File: src/rtl/fetch_pkg.sv
// Shared types and constants for the instruction fetch stage.
package fetch_pkg;

  typedef struct packed {
    logic [31:0] pc;
    logic [31:0] instr;
  } fetch_entry_t;

  localparam logic [31:0] NOP_INSTR = 32'h0000_0013;
  localparam logic [31:0] PC_STEP   = 32'd4;

endpackage

File: src/rtl/fetch_buffer.sv
// Two-entry FIFO of fetched {pc, instr} pairs; the head is always read from
// registered storage, so consumers never see imem_rdata combinationally.
module fetch_buffer
  import fetch_pkg::*;
(
  input  logic         clk,
  input  logic         reset,
  input  logic         push,
  input  logic         pop,
  input  logic         clear,
  input  fetch_entry_t wdata,
  output logic [1:0]   count,
  output fetch_entry_t head
);

  fetch_entry_t entries [2];
  logic         wr_ptr;
  logic         rd_ptr;
  logic         do_push;
  logic         do_pop;
  logic [1:0]   count_next;

  assign do_pop  = pop && (count != 2'd0);
  assign do_push = push && ((count != 2'd2) || do_pop);

  // NOTE: every signal assigned in always_comb gets a default first, so no path can infer a latch.
  always_comb begin
    count_next = count;
    case ({do_push, do_pop})
      2'b10:   count_next = count + 2'd1;
      2'b01:   count_next = count - 2'd1;
      default: count_next = count;
    endcase
  end

  // NOTE: sequential state uses non-blocking assignments so all registers update from pre-edge values.
  always_ff @(posedge clk or posedge reset) begin
    if (reset) begin
      wr_ptr <= 1'b0;
      rd_ptr <= 1'b0;
      count  <= 2'd0;
    end else if (clear) begin
      wr_ptr <= 1'b0;
      rd_ptr <= 1'b0;
      count  <= 2'd0;
    end else begin
      if (do_push) wr_ptr <= ~wr_ptr;
      if (do_pop)  rd_ptr <= ~rd_ptr;
      count <= count_next;
    end
  end

  // NOTE: the storage array is deliberately not reset; the empty-head mux below hides stale contents.
  always_ff @(posedge clk) begin
    if (do_push && !clear) entries[wr_ptr] <= wdata;
  end

  assign head = (count == 2'd0) ? '{pc: 32'h0, instr: NOP_INSTR} : entries[rd_ptr];

endmodule

File: src/rtl/fetch_stage.sv
// Instruction fetch: PC register, redirect handling, sticky misalignment flag,
// feeding a two-entry instruction buffer toward decode.
module fetch_stage
  import fetch_pkg::*;
#(
  parameter logic [31:0] RESET_PC  = 32'h0000_0000,
  parameter int          BUF_DEPTH = 2
) (
  input  logic        clk,
  input  logic        reset,
  output logic [31:0] imem_addr,
  input  logic [31:0] imem_rdata,
  output logic        imem_we,
  input  logic        redirect_valid,
  input  logic [31:0] redirect_pc,
  output logic        instr_valid,
  input  logic        instr_ready,
  output logic [31:0] instr_out,
  output logic [31:0] instr_pc,
  output logic        misalign_err
);

  logic [31:0]  pc;
  logic [1:0]   count;
  logic         full;
  logic         push;
  logic         pop;
  fetch_entry_t head;
  fetch_entry_t wdata;

  assign full        = (count == 2'(BUF_DEPTH));
  assign instr_valid = (count != 2'd0);
  assign pop         = instr_valid && instr_ready && !redirect_valid;
  // A full buffer still accepts a new word when the head leaves in the same cycle.
  assign push        = !redirect_valid && (!full || pop);

  assign imem_addr = pc;
  assign imem_we   = 1'b0;
  assign wdata     = '{pc: pc, instr: imem_rdata};

  always_ff @(posedge clk or posedge reset) begin
    if (reset) begin
      pc <= RESET_PC;
    end else if (redirect_valid) begin
      pc <= {redirect_pc[31:2], 2'b00};
    end else if (push) begin
      pc <= pc + PC_STEP;
    end
  end

  always_ff @(posedge clk or posedge reset) begin
    if (reset) begin
      misalign_err <= 1'b0;
    end else if (redirect_valid && (redirect_pc[1:0] != 2'b00)) begin
      misalign_err <= 1'b1;
    end
  end

  fetch_buffer u_buf (
    .clk   (clk),
    .reset (reset),
    .push  (push),
    .pop   (pop),
    .clear (redirect_valid),
    .wdata (wdata),
    .count (count),
    .head  (head)
  );

  assign instr_out = head.instr;
  assign instr_pc  = head.pc;

endmodule

File: config.mk
export PLATFORM = sky130hd
export DESIGN_NAME = fetch_stage
export DESIGN_NICKNAME = d
export VERILOG_FILES = /design/src/rtl/fetch_pkg.sv /design/src/rtl/fetch_buffer.sv /design/src/rtl/fetch_stage.sv
export SDC_FILE = /design/constraint.sdc
export NUM_CORES = 1
export LEC_CHECK = 0
export CAP_MARGIN = 20
export CORE_ASPECT_RATIO = 0.8
export CORE_MARGIN = 1.5
export CORE_UTILIZATION = 30
export CTS_CLUSTER_SIZE = 10
export DETAILED_ROUTE_END_ITERATION = 12
export SLEW_MARGIN = 25
export SYNTH_ARGS = -nofsm -noshare
export SYNTH_HDL_FRONTEND = slang
export SYNTH_SLANG_ARGS = --single-unit
export TNS_END_PERCENT = 100
File: constraint.sdc
create_clock -name clk -period 6.3 [get_ports clk]
set_clock_uncertainty 0.1 [all_clocks]
set_input_delay 0.63 -clock clk [delete_from_list [all_inputs] [get_ports clk]]
set_output_delay 0.63 -clock clk [all_outputs]
set_load 0.005 [all_outputs]
## Word-level counts from Yosys, hierarchy flattened

Memory sizes are Yosys's and may differ from the RTL's.
Cells that the tools add are included.

- Register bits: 37
- RAM bits: 128
- Bits of input ports: 68
- Output and inout port bits: 99
- Word-level logic and storage cells: 44
- Memories: 1

Memories:

| memory | depth | bits a word | rd ports | clocked after memory_dff | write ports | line | text |
|---|---|---|---|---|---|---|---|
| u_buf.entries | 2 | 64 | 1 | 0 | 1 | fetch_buffer.sv:16 | `fetch_entry_t entries [2];` |

- Add/sub/neg operators: 3
- Eq/ne operators: 4
- Mux-type cells: 11
- Bitwise logic cells: 2
- Reductions and logical operators: 18

Operator list:

| operator | number |
|---|---|
| 32-bit 2-to-1 mux | 2 |
| 64-bit 2-to-1 mux | 1 |
| 32-bit by 3-bit adder with 32-bit output, second input constant | 1 |
| 2-bit nonzero test | 5 |
| 1-bit logical AND | 7 |
| 1-bit 2-to-1 mux | 6 |
| 2-bit equality test, second input constant | 2 |
| 2-bit case mux with 2 select lines | 1 |
| 3-bit nonzero test | 1 |
| 2-bit by 1-bit adder with 2-bit output, second input constant | 1 |
| 2-bit by 1-bit equality test with 1-bit output, second input constant | 1 |
| 1-bit zero test | 2 |
| 2-bit zero test | 1 |
| 1-bit logical OR | 2 |
| 2-bit 2-to-1 mux | 1 |
| 2-bit != test, second input constant | 1 |
| 1-bit NOT | 2 |
| 2-bit by 1-bit subtractor with 2-bit output, second input constant | 1 |

## Longest topological paths before layout

- Depth in word-level cells: 9
- Mapped depth: 9
- Gate-level depth less buffers: 6

## By module

From an unflattened synthesis, not the netlist that was laid out.

- Cell total of the unflattened synthesis: 529
- Area total of the unflattened synthesis: 7,091.8 um^2

By module, submodules not included:

| module | instances | cells an instance | area each (um^2) | sequential area each (um^2) |
|---|---|---|---|---|
| fetch_buffer | 1 | 298 | 5,102.4 | 3,943.8 |
| fetch_stage | 1 | 231 | 1,989.4 | 775.7 |

## Worst setup path before layout

Ideal clock, no wire load.

- Path kind: reg2reg
- From: reg u_buf.count[0]
- To: mem u_buf.entries[0][0] in the netlist's numbering, enable pin
- Setup time: 0.558 ns
- Data arrival time: 5.519 ns
- Required time: 5.642 ns
- Slack: 0.123 ns
- Stages on the path, launching flop included: 9
- Path buffers: 3
- Period minus slack after synthesis: 6.177 ns
- Cell sequence: dfrtp_1 > inv_1 > ha_1 > buf_6 > nand2b_1 > buf_2 > and2_1 > clkbuf_1 > nor3_1

- Word-level cells in the longest chain between the ends: 9
- Elaborated cells between the ends (all ways): 14
- Those cells by class: 2 x eq/ne; 2 x mux; 10 x reduce/logical

RTL lines:

| what | line | text |
|---|---|---|
| start: declaration | fetch_buffer.sv:12 | `output logic [1:0] count,` |
| start signal: assignment | fetch_buffer.sv:49 | `count <= count_next;` |
| 2-bit nonzero test | fetch_buffer.sv:23, fetch_stage.sv:32 |  |
| 1-bit logical AND (2 in a row) | fetch_stage.sv:33 | `assign pop = instr_valid && instr_ready && !redirect_valid;` |
| 1-bit logical OR or 1-bit logical AND (tied branches) | fetch_stage.sv:35, fetch_buffer.sv:23 |  |
| 1-bit logical AND or 1-bit logical OR (tied branches) | fetch_stage.sv:35, fetch_buffer.sv:24 |  |
| 1-bit logical AND (*) | fetch_buffer.sv:24 | `assign do_push = push && ((count != 2'd2) \|\| do_pop);` |
| 1-bit logical AND (*) | fetch_buffer.sv:55 | `if (do_push && !clear) entries[wr_ptr] <= wdata;` |
| 1-bit 2-to-1 mux (*) | fetch_buffer.sv:55 |  |
| 1-bit 2-to-1 mux (implied by the code) (*) | fetch_buffer.sv:55 |  |
| end: declaration | fetch_buffer.sv:16 |  |

Every way passes the cells marked *; elsewhere a longest branch is shown, timed or not.

## Worst setup path after layout

- From: reg u_buf.rd_ptr
- To: out instr_pc[15]

- Word-level cells in the longest chain between the ends: 2

RTL lines:

| what | line | text |
|---|---|---|
| start: declaration | fetch_buffer.sv:18 | `logic rd_ptr;` |
| start signal: assignment | fetch_buffer.sv:48 | `if (do_pop) rd_ptr <= ~rd_ptr;` |
| memory 2 x 64 bit | n/a |  |
| 64-bit 2-to-1 mux | fetch_buffer.sv:58 | `assign head = (count == 2'd0) ? '{pc: 32'h0, instr: NOP_INSTR} : entries[rd_ptr];` |
| end: declaration | fetch_stage.sv:19 | `output logic [31:0] instr_pc,` |

No other way between the ends.

==> results by group <==
Pwr
  • Power Total: 3.58 mW
  • Maximum vdd drop: between 150 and 200 uV
  • Pwr/cell area: 380 nW/um^2
  • Internal power: 2.49 mW
  • Leak pwr: 3.24 nW
  • Comb power frac: 30.7%
  • Sw Share: 30.4%
  • Share of total power in the clock network: ~27%
  • Net Switching: 1.09 mW
  • Part of the power in registers: 41.9%

Logic synthesis
  • Post-synth top area share: 53.6%
  • FF+latch count, synth: 159
  • Area contributors post-synth: edfxtp_1 (54%), dfrtp_1 (13%), mux2i_1 (9.1%)
  • Area leader, netlist: edfxtp_1
  • Top cells by count, synth: edfxtp_1 (124), nor2_1 (81), mux2i_1 (63)
  • Yosys warnings: 0
  • Syn Area/Cell: 13.1 sq um
  • Primary FF master, synth: edfxtp_1
  • Post-Synthesis Cells: 530
  • Most common cell in the synthesized netlist: edfxtp_1
  • Sequential area share after synthesis: 66.2%
  • Post-synth cell types: 55
  • Post-synth ARST share: roughly 22%
  • Cell area after synthesis: about 7000 sq um
  • Post-synth EDFFs: between 100 and 150

Worst setup path
  • R2R setup slack: 3.48 ns
  • Crit path capture type: output port
  • Critical Path, Cell by Cell: buf_4, mux2i_1, nor2_1, clkdlybuf4s50_1
  • Reg2Reg Depth: 7
  • CP max FO: 39
  • Slowest CP cell: dfrtp_4
  • Critical R2R Launch: u_buf.count[0]
  • Crit path launch type: flop
  • Sum of buffers and inverters on the critical path: 2
  • CP required: approximately 5.6 ns
  • Reg2Reg Capture Point: imem_addr[15]
  • CP top delay family: buffers and inverters
  • Worst path arrival time: 2.71 ns
  • CP peak stage delay: 0.74 ns
  • Setup CP Type: flop to output port

GRT
  • Total Routing Usage GR: 14.8%
  • Global route total overflow: 0
  • Number of global-route vias before repair: approximately 4900
  • First-pass GRT wire length: approximately 27000 microns
  • Largest net degree at the start of global routing: 63
  • Initial antenna violation count: 0

CTS
  • Htree depth: 4
  • Root Buffer: clkbuf_16
  • Post-CTS Resized: 0
  • CTS Buf Count: 17
  • Clk sinks: approximately 160
  • Clock tree buffer depth: 2
  • CTS tree: done
  • Insertion delay to the later sink of the worst-skew pair: 0.43 ns
  • Hold-fix buffers, CTS: 0
  • Setup bufs post-CTS: 0
  • Clk slew on worst S/H paths: about 0.070 ns

STA
  • Final worst slack: 2.86 ns
  • Max Freq: 0.290 GHz
  • RSZ-0062 raised after global routing: no
  • Final setup fails: 0
  • Worst Tran Pin Value: about 0.9 ns
  • Setup TNS after final layout: 0 ns
  • Pins Over Slew Limit: 0
  • Hold slack: between 0.3 and 0.4 ns
  • Slew HR: 39.5%
  • Final Hold Fails: 0
  • Final Cycle Share: 54.7%
  • Tmin final: 3.44 ns

Route
  • DR DRC count: 0
  • Aggregate routed wire length: 17500 microns
  • Vias: 4794
  • Vias per Instance: 4.77
  • First drt pass iteration count: 5
  • Antenna Nets Post-Route: 0
  • Initial DRC count: 398
  • WL/cell: 17.4 microns

Floorplanning
  • Core area: between 20000 and 25000 sq um
  • # IOs: 167
  • Die Width: 173 microns
  • Initial Util: 30.7%
  • Cell Rows: between 40 and 50
  • Die Span Y: 139 microns
  • Die area: 24100 sq um

Place
  • Placed insts: between 900 and 1000
  • Worst slack, placed: 3.08 ns
  • RePlAce Congestion: about 0.81
  • DP HPWL: roughly 12000 microns
  • PortBufs: 161
  • Placed inst area: 8850 sq um

Hold path
  • Hold path endpoint: misalign_err
  • Hold Crit Depth: 1
  • Hold path start: misalign_err
  • Min-Delay Path Class: flop to flop

Layout
  • Layout area overhead: 35.5%
  • Final Core Density: roughly two fifths
  • Non-Filler Instances: around 1000
  • Number of fill cells: 2151
  • Nets: 756
  • Antenna cell count: 0
  • Layout cells sized above 1: 6.88%
  • Design Area, Final: around 9400 sq um

Run status
  • Status: finished, final reports clean

Job
  • Max-Cap Viols: 0
==> cell type report <==
class / instances / area [sq um] / area share (%)
flip-flops and latches: 159 / 4600 / 48.9
multi-input cells: 325 / 2160 / 22.9
repair buffers: 168 / 1660 / 17.6
clock buffers: 18 / 429 / 4.56
well taps: 306 / 383 / 4.07
clock inverters: 14 / 134 / 1.42
inverters: 14 / 52.6 / 0.558
==> placed cells by master (no fill, tap or decap), types with 11 or more instances in the layout <==
master,instances
nand2_1,33
inv_1,14
mux2i_1,63
nand3_1,15
o21ai_0,13
clkbuf_16,17
dfrtp_1,34
clkdlybuf4s50_1,160
nand4_1,12
xnor2_1,11
edfxtp_1,124
nor2_1,81
==> how the worst max path moves through the flow <==
stage | from | endpoint | slack, ns | cells past startpoint
global route | u_buf.rd_ptr | instr_pc[14] | 2.69 | 4
finish | u_buf.rd_ptr | instr_pc[15] | 2.86 | 4
CTS | u_buf.rd_ptr | instr_pc[15] | 2.81 | 4
detailed placement | instr_ready | u_buf.entries[1][14] | 3.08 | 4
floorplan | u_buf.count[0] | u_buf.entries[0][0] | 0.12 | 8
global placement | instr_ready | u_buf.entries[1][25] | 3.17 | 4
==> worst reg2reg max path, delay by kind of cell (launching register included) <==
family	cells	cell delay, ns
AOI/OAI and AO/OA	2	0.60
adders and majority gates	1	0.18
buffers and inverters	2	0.39
DFF	1	0.36
and+or+nand+nor	2	1.11
==> routing by layer <==
layer,wire length (microns),vias up,GRT usage (%),part of all wire [%]
li1,-,2278,-,-
met1,7760,2342,18.7,44
met2,8650,157,24.3,49
met3,890,17,4.74,5.1
met4,221,0,4.16,1.3
met5,0,-,0,0
==> flip-flops by register name, indices dropped and copies added, names as in the netlist <==
signal and cells:
imem_addr 30, misalign_err 1, u_buf.count 2, u_buf.entries 124, u_buf.rd_ptr 1, u_buf.wr_ptr 1
==> logic make-up (layout without fill, tap and decap cells) <==
family                   count (synthesis)  in the layout  share of synthesized area (%)
multiplexers                            63             63                           9.07
AO/OA/AOI/OAI                           71             71                           7.81
AND/OR/NAND/NOR                        172            172                           11.8
adder cells (fa/ha/maj)                  3              3                          0.540
flip-flops                             159            159                           66.2
XOR/XNOR                                11             11                           1.39
buffers and inverters                   50            214                           3.22
other                                    1              5                         0.0539
==> power groups by stage <==
| stage | clock network [mW] | registers (mW) | logic, mW |
|---|---|---|---|
| 6_report | 0.982 | 1.50 | 1.10 |
| 5_1_grt | 1.05 | 1.52 | 1.20 |
| 4_1_cts | 1.00 | 1.50 | 1.12 |
| 3_5_place_dp | 0 | 1.53 | 1.12 |
| 3_3_place_gp | 0 | 1.52 | 1.11 |
| 2_1_floorplan | 0 | 1.47 | 0.576 |
(Power assumes the default switching activity.)
